**src/rtl/fir_sample_feeder.sv**
```systemverilog
// fir_sample_feeder
//
// Sample-rate source for the filter input. Samples arrive from a producer
// over a valid/ready handshake and are buffered in a circular FIFO. Once
// streaming, exactly one sample is presented on Xin every DIV cycles with a
// one-cycle x_strobe. When the FIFO is starved, the period emits 0 and
// underrun_cnt is bumped (saturating).
//
// Handshake: a sample transfers on a rising edge where in_valid && in_ready.
// in_ready depends only on registered level, never on in_valid or on a pop
// in the same cycle.
//
// Ports:
//   sys_clk, sys_rst      clock, asynchronous active-high reset
//   in_data/in_valid      producer sample and its qualifier
//   in_ready              FIFO not full
//   start, stop, flush    one-cycle control pulses
//   Xin, x_strobe         registered output sample and its new-value pulse
//   level                 FIFO occupancy 0..DEPTH
//   underrun_cnt          saturating count of zero-filled periods
//   busy                  high in PRIME or RUN
//   state                 FSM state for observation (0 IDLE, 1 PRIME, 2 RUN)
module fir_sample_feeder #(
    parameter int DW        = 3,
    parameter int DEPTH     = 8,
    parameter int DIV       = 4,
    parameter int PRIME_LVL = 2
) (
    input  logic                     sys_clk,
    input  logic                     sys_rst,
    input  logic [DW-1:0]            in_data,
    input  logic                     in_valid,
    output logic                     in_ready,
    input  logic                     start,
    input  logic                     stop,
    input  logic                     flush,
    output logic [DW-1:0]            Xin,
    output logic                     x_strobe,
    output logic [$clog2(DEPTH):0]   level,
    output logic [7:0]               underrun_cnt,
    output logic                     busy,
    output logic [1:0]               state
);

    localparam int AW = $clog2(DEPTH);
    localparam int LW = AW + 1;
    localparam int CW = $clog2(DIV);

    localparam logic [1:0] ST_IDLE  = 2'd0;
    localparam logic [1:0] ST_PRIME = 2'd1;
    localparam logic [1:0] ST_RUN   = 2'd2;

    localparam logic [CW-1:0] CNT_MAX   = CW'(DIV - 1);
    localparam logic [LW-1:0] LVL_FULL  = LW'(DEPTH);
    localparam logic [LW-1:0] LVL_PRIME = LW'(PRIME_LVL);

    logic [DW-1:0] mem [DEPTH];
    logic [AW-1:0] rd_ptr;
    logic [AW-1:0] wr_ptr;
    logic [CW-1:0] cnt;

    logic push;
    logic pop;
    logic halt;
    logic sample_event;
    logic underrun_evt;

    always_comb begin
        in_ready     = (level != LVL_FULL);
        busy         = (state != ST_IDLE);
        push         = in_valid && in_ready && !flush;
        halt         = stop && busy;
        // stop suppresses the event even on the last cycle of a period.
        sample_event = (state == ST_RUN) && !stop && (cnt == CNT_MAX);
        // No bypass: a sample pushed this cycle cannot be popped this cycle,
        // and a flush in the event cycle leaves nothing to pop.
        pop          = sample_event && (level != '0) && !flush;
        underrun_evt = sample_event && !pop;
    end

    // Storage has no reset; contents are only meaningful below level.
    always_ff @(posedge sys_clk) begin
        if (push) begin
            mem[wr_ptr] <= in_data;
        end
    end

    always_ff @(posedge sys_clk or posedge sys_rst) begin
        if (sys_rst) begin
            rd_ptr <= '0;
            wr_ptr <= '0;
            level  <= '0;
        end else if (flush) begin
            rd_ptr <= '0;
            wr_ptr <= '0;
            level  <= '0;
        end else begin
            if (push) wr_ptr <= wr_ptr + 1'b1;
            if (pop)  rd_ptr <= rd_ptr + 1'b1;
            case ({push, pop})
                2'b10:   level <= level + 1'b1;
                2'b01:   level <= level - 1'b1;
                default: level <= level;
            endcase
        end
    end

    always_ff @(posedge sys_clk or posedge sys_rst) begin
        if (sys_rst) begin
            state <= ST_IDLE;
            cnt   <= '0;
        end else begin
            case (state)
                ST_IDLE: begin
                    cnt <= '0;
                    if (start) state <= ST_PRIME;
                end
                ST_PRIME: begin
                    cnt <= '0;
                    if (stop) begin
                        state <= ST_IDLE;
                    end else if (level >= LVL_PRIME) begin
                        state <= ST_RUN;
                    end
                end
                ST_RUN: begin
                    if (stop) begin
                        state <= ST_IDLE;
                        cnt   <= '0;
                    end else if (cnt == CNT_MAX) begin
                        cnt <= '0;
                    end else begin
                        cnt <= cnt + 1'b1;
                    end
                end
                default: begin
                    state <= ST_IDLE;
                    cnt   <= '0;
                end
            endcase
        end
    end

    always_ff @(posedge sys_clk or posedge sys_rst) begin
        if (sys_rst) begin
            Xin          <= '0;
            x_strobe     <= 1'b0;
            underrun_cnt <= '0;
        end else begin
            x_strobe <= sample_event;
            if (halt) begin
                Xin <= '0;
            end else if (sample_event) begin
                Xin <= pop ? mem[rd_ptr] : '0;
            end

            if ((state == ST_IDLE) && start) begin
                underrun_cnt <= '0;
            end else if (underrun_evt && (underrun_cnt != 8'hFF)) begin
                underrun_cnt <= underrun_cnt + 1'b1;
            end
        end
    end

endmodule

```
**config.mk**
```make
export PLATFORM = sky130hd
export DESIGN_NAME = fir_sample_feeder
export DESIGN_NICKNAME = d
export VERILOG_FILES = /design/src/rtl/fir_sample_feeder.sv
export SDC_FILE = /design/constraint.sdc
export NUM_CORES = 1
export LEC_CHECK = 0
export BUFFER_PORTS_ARGS = -buffer_cell sky130_fd_sc_hd__buf_2
export CAP_MARGIN = 20
export CORE_MARGIN = 1.5
export CORE_UTILIZATION = 29
export CTS_CLUSTER_DIAMETER = 200
export DETAILED_ROUTE_END_ITERATION = 16
export PLACE_DENSITY = 0.45
export SKIP_LAST_GASP = 1
export SYNTH_ARGS = -nofsm -noshare
export SYNTH_HDL_FRONTEND = slang
export SYNTH_SLANG_ARGS = --single-unit
```
**constraint.sdc**
```tcl
create_clock -name sys_clk -period 7.7 [get_ports sys_clk]
set_input_delay 0.385 -clock sys_clk [delete_from_list [all_inputs] [get_ports sys_clk]]
set_output_delay 0.385 -clock sys_clk [all_outputs]
set_load 0.1 [all_outputs]
```
==> tab_implementation.tex, run 1 <==
\begin{tabular}{lr}
\hline
Metric & Value \\
\hline
\multicolumn{2}{l}{\textbf{Min path}} \\
Hold wc startpoint & stop \\
Number of cells traversed by the worst hold path & 2 \\
Hold worst-path end & state[1]\$\_DFFE\_PP0P\_ \\
Class of the tightest hold or removal check & input pin to flip-flop \\
\multicolumn{2}{l}{\textbf{Clock network}} \\
CTS Root Buffer Type & clkbuf\_8 \\
Count of clock tree sinks & 50 \\
Number of buffers on the longest clock path & 2 \\
H-Tree Depth & 2 \\
TritonCTS clock tree & done \\
Clock transition at the registers of the reported paths & approximately 100 ps \\
Number of buffers created by CTS & 5 \\
\# resized after CTS & 0 \\
Clock Latency Late Sink & 300 ps \\
\multicolumn{2}{l}{\textbf{Layout}} \\
Layout fillers & slightly above 800 \\
N\_diodes & 0 \\
Register area & 1370 um2 \\
Share of layout cells above drive strength 1 & 0.241 \\
Multi-input gate area & 998 um2 \\
Net count, final & 238 \\
Synth-to-Final Area Change & 13.7\% \\
\multicolumn{2}{l}{\textbf{Critical path}} \\
Worst setup EP type & flip-flop \\
Reg2reg end & level[3]\$\_DFFE\_PP0P\_ \\
Worst reg2reg startpoint & level[1]\$\_DFFE\_PP0P\_ \\
Critical path's largest stage delay & 790 ps \\
CP max FO & 11 \\
Worst-case reg-to-reg path depth & 7 \\
CP required & 7900 ps \\
Classification of the worst setup path & flip-flop to flip-flop \\
Flop-to-flop setup slack & 4930 ps \\
Data arrival at the endpoint of the critical path & about 3000 ps \\
Slowest cell on crit path & or4b\_1 \\
Worst path cell trace & or4b\_1 -> a21oi\_1 -> ha\_1 -> o21a\_1 -> a211oi\_2 -> mux2i\_1 -> a311o\_1 \\
Startpoint kind of the worst setup timing path & flip-flop \\
Launching element of the worst setup path & level[1]\$\_DFFE\_PP0P\_ \\
\multicolumn{2}{l}{\textbf{STA}} \\
Actual transition at the worst max-transition pin & roughly 750 ps \\
Endpoints failing hold & 0 \\
Worst slack on hold paths & $\sim$300 ps \\
Final count of negative-setup-slack endpoints & 0 \\
Max-Slew Margin vs Limit & 0.496 \\
Post-Route Skew & roughly 4.4 ps \\
Number of slew-limit violations in the final report & 0 \\
Peak Freq & 362 MHz \\
Unrepaired setup endpoints after global routing & no \\
Fraction of the cycle the final worst path needs & 0.359 \\
Clock period minus final worst setup slack & approximately 2800 ps \\
Final-layout setup total negative slack & 0 ps \\
\multicolumn{2}{l}{\textbf{Routing}} \\
Aggregate routed wire length & around 4800 um \\
First drt pass iteration count & 4 \\
Detailed-route DRC error count & 0 \\
Antenna Nets Post-Route & 0 \\
Number of violations reported at the end of detailed-routing iteration 0 & a little over 50 \\
Vias after detailed routing & $\sim$1,600 \\
DR WL/cell & $\sim$14 um \\
Vias per cell & 4.73 \\
\multicolumn{2}{l}{\textbf{Synthesis}} \\
Sequential area share after synthesis & 0.557 \\
Number of nets in the synthesized netlist & between 200 and 250 \\
Count of different cell masters after synthesis & 49 \\
Largest family of logic cells by synthesized area & simple AND/OR/NAND/NOR gates \\
Fraction of synthesized area in multiplexers & 0.102 \\
Area of the mapped netlist & about 2500 um2 \\
EDFF count, synth & 24 \\
Share of the synthesized area in compound gates (AO/OA/AOI/OAI) & 0.0793 \\
Yosys reg bits & 50 \\
Share of synthesized cell area in full adder, half adder and majority cells & 0.0305 \\
Ys flop type & dfrtp\_1 \\
Xor and xnor area share after synthesis & 0.0325 \\
Post-synthesis async set-or-reset flop share & 0.520 \\
Gate count after technology mapping & between 150 and 200 \\
Simple-gate share of the synthesized area & 0.162 \\
Number of warnings printed during yosys synthesis & 0 \\
Average footprint of a synthesized cell & 12.6 um2 \\
\multicolumn{2}{l}{\textbf{Floorplan}} \\
Boundary pin count & 29 \\
Starting utilization of the core area & 0.300 \\
Die Span X & between 90 and 100 um \\
Die height & roughly 95 um \\
Standard cell core area & 8220 um2 \\
Row count & 33 \\
DIE AREA & slightly above 9000 um2 \\
\multicolumn{2}{l}{\textbf{Power}} \\
Max VDD drop & 73.6 uV \\
Power density over the cells & between 150 and 200 nW/um2 \\
Leakage power summed over all cells & $\sim$1.1 nW \\
\multicolumn{2}{l}{\textbf{Placed design}} \\
Port Buffers & 28 \\
Final HPWL from detailed placement & around 3500 um \\
Final estimated routing congestion in global placement & between 0.7 and 0.8 \\
\multicolumn{2}{l}{\textbf{Global routing}} \\
GRT Residual Overflow & 0 \\
Via count of the first global-routing pass & about 1,500 \\
Largest net degree at the start of global routing & 27 \\
Initial antenna violation count & 0 \\
Global-route wire length before repair & around 7700 um \\
Gr usage total & 0.115 \\
\multicolumn{2}{l}{\textbf{Status}} \\
Result of the run & finished, final reports clean \\
\multicolumn{2}{l}{\textbf{Run}} \\
Max-cap violations & 0 \\
\hline
\end{tabular}
## report_power, final
group	leakage, nW	internal (mW)	switching, mW
clock	0.0506	0.0681	0.0963
sequential	0.574	0.285	0.00680
combinational	0.484	0.0182	0.0545
total	1.11	0.371	0.158
## cells by family after synthesis
logic type               after synthesis
flip-flops                            50
multiplexers                          17
AND/OR/NAND/NOR                       72
AO/OA/AOI/OAI                         28
XOR/XNOR                               7
buffers and inverters                 16
adder cells (fa/ha/maj)                6
## placed cells by master (no fill, tap or decap), types with 2 or more instances in the layout
cell | synthesis | layout
buf_2 | 1 | 28
dfrtp_1 | 26 | 26
edfxtp_1 | 24 | 24
nor2_1 | 19 | 19
nand2_1 | 14 | 14
a21oi_1 | 10 | 10
mux2i_1 | 10 | 10
nand3_1 | 8 | 8
inv_1 | 6 | 6
mux4_2 | 6 | 6
ha_1 | 6 | 6
xor2_1 | 5 | 5
clkbuf_8 | 0 | 5
nor3_1 | 4 | 4
nor4_1 | 4 | 4
or4_1 | 3 | 3
o21ai_0 | 3 | 3
nand2b_1 | 2 | 2
a31oi_1 | 2 | 2
o21a_1 | 2 | 2
and2_1 | 2 | 2
o31ai_1 | 2 | 2
or2_2 | 2 | 2
nand3b_1 | 2 | 2
## sequential cells by signal, indices dropped and copies added, names as in the netlist
name and cells:
Xin 3, cnt 2, level 4, mem 24
rd_ptr 3, state 2, underrun_cnt 8, wr_ptr 3
x_strobe 1
## synthesized netlist by cell type, types with 4 or more instances
library cell,number,area [um2]
dfrtp_1,26,651
edfxtp_1,24,721
nor2_1,19,71.3
nand2_1,14,52.6
a21oi_1,10,50.1
mux2i_1,10,100
nand3_1,8,40.0
ha_1,6,75.1
inv_1,6,22.5
mux4_2,6,135
clkbuf_1,5,18.8
xor2_1,5,43.8
buf_6,4,45.0
nor3_1,4,20.0
nor4_1,4,25.0
## through the flow
step | setup slack (ps) | power [mW] | utilization | cell area, um2 | std cells
5_1_grt | 4730 | 0.553 | 0.341 | 2800 | 329
3_3_place_gp | 5000 | 0.370 | 0.324 | 2660 | 319
2_1_floorplan | 4590 | 0.354 | - | 2460 | 196
4_1_cts | 4910 | 0.537 | 0.336 | 2760 | 327
6_report | 4930 | 0.529 | 0.341 | 2800 | 329
3_5_place_dp | 4930 | 0.369 | 0.324 | 2660 | 319
## cell type report
class,instances,area share
inverter,6,0.00805
clock inverter,3,0.0103
clock buffer,5,0.0246
tap,105,0.0469
sequential,50,0.490
multi-input combinational,130,0.357
timing repair buffer,30,0.0635
## critical path: cells and delay by family, from the launching register on
family / cells / cell delay [ps]
muxes: 1 / 100
adders and majority gates: 1 / 320
AOI/OAI and AO/OA: 4 / 940
DFF: 1 / 500
and+or+nand+nor: 1 / 790
## metal layers
| layer | up-vias | wire [um] | GRT usage |
|---|---|---|---|
| met2 | 30 | 2230 | 0.187 |
| met5 | - | 0 | 0 |
| met3 | 2 | 209 | 0.0247 |
| met4 | 0 | 38 | 0.0410 |
| li1 | 776 | - | - |
| met1 | 747 | 2280 | 0.150 |
## timing repair
item,CTS,global route
setup buffers,0,0
endpoints found under the hold margin,0,3
hold buffers,0,1
## worst max path at each step
stage,cells after the start,endpoint,slack [ps]
global route,7,level[3]$_DFFE_PP0P_,4730
detailed placement,7,level[3]$_DFFE_PP0P_,4930
CTS,7,level[3]$_DFFE_PP0P_,4910
floorplan,9,level[3]$_DFFE_PP0P_,4590
finish,7,level[3]$_DFFE_PP0P_,4930
global placement,7,level[3]$_DFFE_PP0P_,5000
Note: power is estimated with default switching activity, not from simulation.
==> run 2: changes to the inputs <==
- PLACE_DENSITY: 0.45 -> 0.47
- clock period: 7.7 -> 2.4 ns (I/O delays scaled with it)
==> tab_implementation.tex, run 2 (same netlist as run 1, synthesis figures left out) <==
\begin{tabular}{lr}
\hline
Metric & Value \\
\hline
\multicolumn{2}{l}{\textbf{Status}} \\
Result of the run & finished, final reports clean (unchanged) \\
\multicolumn{2}{l}{\textbf{Min path}} \\
Hold wc startpoint & stop (unchanged) \\
Class of the tightest hold or removal check & input pin to flip-flop (unchanged) \\
Hold worst-path end & state[1]\$\_DFFE\_PP0P\_ (unchanged) \\
Number of cells traversed by the worst hold path & 2 (unchanged) \\
\multicolumn{2}{l}{\textbf{Run}} \\
Max-cap violations & 0 (unchanged) \\
\multicolumn{2}{l}{\textbf{Clock network}} \\
Number of buffers on the longest clock path & 2 (unchanged) \\
H-Tree Depth & 2 (unchanged) \\
Count of clock tree sinks & 50 (unchanged) \\
Clock transition at the registers of the reported paths & 110 ps (was 100 ps) \\
Number of buffers created by CTS & 5 (unchanged) \\
TritonCTS clock tree & done (unchanged) \\
Clock Latency Late Sink & 310 ps (was 300 ps) \\
Number of buffers inserted to repair setup after CTS & 0 (unchanged) \\
CTS Root Buffer Type & clkbuf\_8 (unchanged) \\
\multicolumn{2}{l}{\textbf{Layout}} \\
Layout fillers & 796 (was 814) \\
Synth-to-Final Area Change & 18.2\% (was 13.7\%) \\
Leading cell type in the layout, fill and taps excluded & buf\_2 (unchanged) \\
Net count, final & 248 (was 238) \\
Top register by number of flip-flops & mem (unchanged) \\
N\_diodes & 0 (unchanged) \\
Top flop regs & mem x24, underrun\_cnt x8, level x4 (unchanged) \\
Max FFs per register & 24 (unchanged) \\
Most frequent cells in the layout & buf\_2, edfxtp\_1, dfrtp\_1 (was buf\_2, dfrtp\_1, edfxtp\_1) \\
Share of layout cells above drive strength 1 & 0.321 (was 0.241) \\
Final core utilization & 0.354 (was 0.341) \\
\multicolumn{2}{l}{\textbf{Routing}} \\
Detailed-route DRC error count & 0 (unchanged) \\
First drt pass iteration count & 4 (unchanged) \\
Antenna Nets Post-Route & 0 (unchanged) \\
Number of violations reported at the end of detailed-routing iteration 0 & 53 (was 51) \\
DR WL/cell & 15.0 um (was 14.5 um) \\
Vias per cell & 4.79 (was 4.73) \\
Vias after detailed routing & 1,623 (was 1,555) \\
Aggregate routed wire length & 5070 um (was 4770 um) \\
\multicolumn{2}{l}{\textbf{Critical path}} \\
Reg2reg end & level[3]\$\_DFFE\_PP0P\_ (unchanged) \\
Worst setup EP type & flip-flop (unchanged) \\
Startpoint kind of the worst setup timing path & flip-flop (unchanged) \\
Classification of the worst setup path & flip-flop to flip-flop (unchanged) \\
Worst reg2reg startpoint & level[3]\$\_DFFE\_PP0P\_ (was level[1]\$\_DFFE\_PP0P\_) \\
CP required & 2600 ps (was 7900 ps) \\
CP max FO & 4 (was 11) \\
Flop-to-flop setup slack & 90 ps (was 4930 ps) \\
Data arrival at the endpoint of the critical path & 2510 ps (was 2960 ps) \\
Worst-case reg-to-reg path depth & 7 (unchanged) \\
Launching element of the worst setup path & level[3]\$\_DFFE\_PP0P\_ (was level[1]\$\_DFFE\_PP0P\_) \\
\multicolumn{2}{l}{\textbf{Placed design}} \\
Port Buffers & 28 (unchanged) \\
Final estimated routing congestion in global placement & 0.742 (was 0.725) \\
Final HPWL from detailed placement & 3720 um (was 3490 um) \\
\multicolumn{2}{l}{\textbf{Floorplan}} \\
Boundary pin count & 29 (unchanged) \\
Die Span X & 95.1 um (unchanged) \\
Die height & 95.1 um (unchanged) \\
Standard cell core area & 8220 um2 (unchanged) \\
Starting utilization of the core area & 0.300 (unchanged) \\
DIE AREA & 9050 um2 (unchanged) \\
Row count & 33 (unchanged) \\
\multicolumn{2}{l}{\textbf{Global routing}} \\
Initial antenna violation count & 0 (unchanged) \\
GRT Residual Overflow & 0 (unchanged) \\
Gr usage total & 0.124 (was 0.115) \\
Global-route wire length before repair & 8410 um (was 7750 um) \\
Largest net degree at the start of global routing & 22 (was 27) \\
Via count of the first global-routing pass & 1,634 (was 1,547) \\
\multicolumn{2}{l}{\textbf{STA}} \\
Number of slew-limit violations in the final report & 0 (unchanged) \\
Unrepaired setup endpoints after global routing & no (unchanged) \\
Actual transition at the worst max-transition pin & 831 ps (was 749 ps) \\
Post-Route Skew & 18.4 ps (was 4.40 ps) \\
Peak Freq & 434 MHz (was 362 MHz) \\
Fraction of the cycle the final worst path needs & 0.961 (was 0.359) \\
Max-Slew Margin vs Limit & 0.445 (was 0.496) \\
Final-layout setup total negative slack & 0 ps (unchanged) \\
Endpoints failing hold & 0 (unchanged) \\
Worst slack on hold paths & 56.0 ps (was 300 ps) \\
Final count of negative-setup-slack endpoints & 0 (unchanged) \\
Clock period minus final worst setup slack & 2310 ps (was 2770 ps) \\
\multicolumn{2}{l}{\textbf{Power}} \\
Power density over the cells & 591 nW/um2 (was 189 nW/um2) \\
Max VDD drop & 204 uV (was 73.6 uV) \\
Leakage power summed over all cells & 1.14 nW (was 1.11 nW) \\
\hline
\end{tabular}
==> run 2: changes by cell type in the layout (fill, tap and decap cells not counted), moves of 2 or more <==
cell	before	now
buf_4	0	11
dfrtp_2	0	5
ha_1	6	4
dfrtp_1	26	20
==> run 2: per-stage QoR <==
stage | std cells | setup slack [ps] | cell area [um2] | total power [mW]
6_report | 339 | 93.4 | 2910 | 1.72
5_1_grt | 339 | 28.5 | 2910 | 1.80
4_1_cts | 339 | 95.1 | 2910 | 1.75
3_5_place_dp | 330 | 125 | 2800 | 1.21
3_3_place_gp | 330 | 153 | 2800 | 1.21
2_1_floorplan | 196 | -235 | 2520 | 1.14
==> run 2: area by class of cell <==
type / instances / area [um2] / share of cell area
clock buffers: 5 / 68.8 / 0.0237
clock inverters: 3 / 28.8 / 0.00989
flip-flops and latches: 50 / 1380 / 0.475
well taps: 105 / 131 / 0.0452
repair buffers: 40 / 233 / 0.0800
multi-input cells: 130 / 1040 / 0.359
inverters: 6 / 22.5 / 0.00774
==> run 2: worst max-delay path by stage <==
| stage | to | depth (start not counted) |
|---|---|---|
| 2_1_floorplan | level[3]$_DFFE_PP0P_ | 9 |
| 3_3_place_gp | level[3]$_DFFE_PP0P_ | 7 |
| 3_5_place_dp | level[3]$_DFFE_PP0P_ | 7 |
| 4_1_cts | level[3]$_DFFE_PP0P_ | 7 |
| 5_1_grt | level[2]$_DFFE_PP0P_ | 9 |
| 6_report | level[3]$_DFFE_PP0P_ | 7 |
==> run 2: per-layer routing <==
layer,vias to the layer above,track usage,part of all wire
li1,803,-,-
met1,780,0.167,0.48
met2,36,0.198,0.46
met3,4,0.0279,0.043
met4,0,0.0373,0.011
met5,-,0,0
==> run 2: where the power goes <==
part / internal (mW) / leakage, nW / switching [mW]
clock network: 0.219 / 0.0506 / 0.311
registers: 0.917 / 0.565 / 0.0190
logic: 0.0668 / 0.526 / 0.186
==> run 2: critical path: stages (launching register included) <==
cell      delay [ps]
dfrtp_2          440
or4_4            540
nand3b_1         170
a21oi_4           60
ha_4             310
a31oi_4           90
o2111a_1         250
a311o_1          330
==> run 2: what timing repair did <==
item	CTS	global route
hold buffers	1	0
hold endpoints to repair	15	0
resized for setup	0	0
==> run 3: changes to the inputs <==
--- a/config.mk
+++ b/config.mk
@@ -11,5 +11,6 @@
 export CORE_UTILIZATION = 29
+export CTS_BUF_LIST = sky130_fd_sc_hd__clkbuf_4 sky130_fd_sc_hd__clkbuf_8
 export CTS_CLUSTER_DIAMETER = 200
 export DETAILED_ROUTE_END_ITERATION = 16
-export PLACE_DENSITY = 0.47
+export PLACE_DENSITY = 0.48
 export SKIP_LAST_GASP = 1
--- a/constraint.sdc
+++ b/constraint.sdc
@@ -3,2 +3,2 @@
 set_output_delay 0.12 -clock sys_clk [all_outputs]
-set_load 0.1 [all_outputs]
+set_load 0.01 [all_outputs]
==> tab_implementation.tex, run 3 (same netlist as run 1, synthesis figures left out) <==
\begin{tabular}{lr}
\hline
Metric & Value \\
\hline
\multicolumn{2}{l}{\textbf{Global routing}} \\
Gr usage total & 0.121 (was 0.124) \\
GRT Residual Overflow & 0 (unchanged) \\
Initial antenna violation count & 0 (unchanged) \\
Global-route wire length before repair & 8290 um (was 8410 um) \\
Largest net degree at the start of global routing & 27 (was 22) \\
Via count of the first global-routing pass & 1,634 (unchanged) \\
\multicolumn{2}{l}{\textbf{Layout}} \\
Share of layout cells above drive strength 1 & 0.289 (was 0.321) \\
Layout fillers & 824 (was 796) \\
Leading cell type in the layout, fill and taps excluded & buf\_2 (unchanged) \\
Net count, final & 249 (was 248) \\
Top flop regs & mem x24, underrun\_cnt x8, level x4 (unchanged) \\
Most frequent cells in the layout & buf\_2, dfrtp\_1, edfxtp\_1 (was buf\_2, edfxtp\_1, dfrtp\_1) \\
Max FFs per register & 24 (unchanged) \\
Top register by number of flip-flops & mem (unchanged) \\
Synth-to-Final Area Change & 17.3\% (was 18.2\%) \\
N\_diodes & 0 (unchanged) \\
Final Instance Count excl. Fillers & 340 (was 339) \\
\multicolumn{2}{l}{\textbf{Power}} \\
Internal & 1.20 mW (about the same) \\
Leakage power summed over all cells & 1.15 nW (was 1.14 nW) \\
Sequential Power Share & 0.573 (was 0.545) \\
Switching Share & 0.262 (was 0.300) \\
Net load switching power & 426 uW (was 516 uW) \\
Part of the total power dissipated in the clock network & 0.327 (was 0.308) \\
Power density over the cells & 563 nW/um2 (was 591 nW/um2) \\
Power consumption & 1.63 mW (was 1.72 mW) \\
Combinational fraction of design power & 0.100 (was 0.147) \\
Max VDD drop & 291 uV (was 204 uV) \\
\multicolumn{2}{l}{\textbf{Critical path}} \\
CP max FO & 6 (was 4) \\
Classification of the worst setup path & flip-flop to flip-flop (unchanged) \\
Worst setup EP type & flip-flop (unchanged) \\
Startpoint kind of the worst setup timing path & flip-flop (unchanged) \\
CP required & 2600 ps (about the same) \\
Data arrival at the endpoint of the critical path & 2500 ps (was 2510 ps) \\
\multicolumn{2}{l}{\textbf{Placed design}} \\
Port Buffers & 28 (unchanged) \\
Final estimated routing congestion in global placement & 0.762 (was 0.742) \\
Final HPWL from detailed placement & 3700 um (was 3720 um) \\
Worst-case setup slack after placement & 138 ps (was 125 ps) \\
Placed Cells incl. Taps & 331 (was 330) \\
\multicolumn{2}{l}{\textbf{Routing}} \\
Vias per cell & 4.86 (was 4.79) \\
Number of violations reported at the end of detailed-routing iteration 0 & 59 (was 53) \\
Antenna Nets Post-Route & 0 (unchanged) \\
Detailed-route DRC error count & 0 (unchanged) \\
Vias after detailed routing & 1,653 (was 1,623) \\
DR WL/cell & 15.0 um (about the same) \\
Aggregate routed wire length & 5110 um (was 5070 um) \\
First drt pass iteration count & 4 (unchanged) \\
\multicolumn{2}{l}{\textbf{Clock network}} \\
Clock transition at the registers of the reported paths & 100 ps (was 110 ps) \\
Number of buffers created by CTS & 5 (unchanged) \\
\# resized after CTS & 0 (unchanged) \\
TritonCTS clock tree & done (unchanged) \\
Post-cts hold buffer count & 1 (unchanged) \\
Number of buffers on the longest clock path & 2 (unchanged) \\
Number of buffers inserted to repair setup after CTS & 0 (unchanged) \\
Count of clock tree sinks & 50 (unchanged) \\
Clock Latency Late Sink & 310 ps (about the same) \\
CTS Root Buffer Type & clkbuf\_8 (unchanged) \\
H-Tree Depth & 2 (unchanged) \\
\multicolumn{2}{l}{\textbf{STA}} \\
Peak Freq & 435 MHz (was 434 MHz) \\
Clock period minus final worst setup slack & 2300 ps (was 2310 ps) \\
Endpoints failing hold & 0 (unchanged) \\
Number of slew-limit violations in the final report & 0 (unchanged) \\
Post-Route Skew & 10.5 ps (was 18.4 ps) \\
Actual transition at the worst max-transition pin & 702 ps (was 831 ps) \\
Final-layout setup total negative slack & 0 ps (unchanged) \\
Post-layout worst setup margin & 101 ps (was 93.4 ps) \\
Final count of negative-setup-slack endpoints & 0 (unchanged) \\
Unrepaired setup endpoints after global routing & no (unchanged) \\
Worst slack on hold paths & 43.6 ps (was 56.0 ps) \\
Fraction of the cycle the final worst path needs & 0.958 (was 0.961) \\
Max-Slew Margin vs Limit & 0.528 (was 0.445) \\
\multicolumn{2}{l}{\textbf{Min path}} \\
Class of the tightest hold or removal check & input pin to flip-flop (unchanged) \\
\multicolumn{2}{l}{\textbf{Floorplan}} \\
Die Span X & 95.1 um (unchanged) \\
DIE AREA & 9050 um2 (unchanged) \\
Die height & 95.1 um (unchanged) \\
Standard cell core area & 8220 um2 (unchanged) \\
Row count & 33 (unchanged) \\
Starting utilization of the core area & 0.300 (unchanged) \\
Boundary pin count & 29 (unchanged) \\
\multicolumn{2}{l}{\textbf{Run}} \\
Max-cap violations & 0 (unchanged) \\
\multicolumn{2}{l}{\textbf{Status}} \\
Result of the run & finished, final reports clean (unchanged) \\
\hline
\end{tabular}
-- run 3: metal layers --
metal / share of wire / GRT usage
met5: 0 / 0
met4: 0.012 / 0.0348
met3: 0.040 / 0.0279
met2: 0.48 / 0.196
met1: 0.47 / 0.161
-- run 3: through the flow --
stage / utilization / instance area (um2)
6_report: 0.351 / 2890
5_1_grt: 0.351 / 2890
4_1_cts: 0.351 / 2890
3_5_place_dp: 0.338 / 2780
3_3_place_gp: 0.338 / 2780
2_1_floorplan: - / 2490
-- run 3: power by group through the flow --
stage | logic (mW) | clock network [mW] | registers (mW)
final | 0.163 | 0.531 | 0.932
after global routing | 0.182 | 0.583 | 0.935
after CTS | 0.166 | 0.547 | 0.932
after detailed placement | 0.164 | 0 | 0.950
after global placement | 0.166 | 0 | 0.951
after floorplan | 0.0980 | 0 | 0.953
-- run 3: worst max-delay path, stage by stage, from the launching register on --
cell and delay [ps]:
dfrtp_1 440, or4_4 560, nand3b_1 170, a21oi_4 60, ha_4 300, a31oi_1 100
o2111a_1 260, a311o_1 310
-- run 3: worst paths after layout --
path                                 startpoint                     to  slack, ps  depth (start not counted)
setup / recovery           level[3]$_DFFE_PP0P_   level[3]$_DFFE_PP0P_        100                          7
hold / removal                             stop   state[1]$_DFFE_PP0P_         40                          2
setup reg to reg           level[3]$_DFFE_PP0P_   level[3]$_DFFE_PP0P_        100                          7
hold reg to reg                cnt[0]$_DFF_PP0_       cnt[0]$_DFF_PP0_        440                          1
max in group asynchronous               sys_rst       cnt[0]$_DFF_PP0_       1730                          4
min in group asynchronous               sys_rst  rd_ptr[2]$_DFFE_PP0P_        410                          4
-- run 3: cell type report --
cell class              instances  area, um2  area share
clock inverters                 3       28.8     0.00997
repair buffers                 41        240      0.0832
well taps                     105        131      0.0455
flip-flops and latches         50       1370       0.475
clock buffers                   5       68.8      0.0238
inverters                       6       22.5     0.00780
multi-input cells             130       1020       0.355
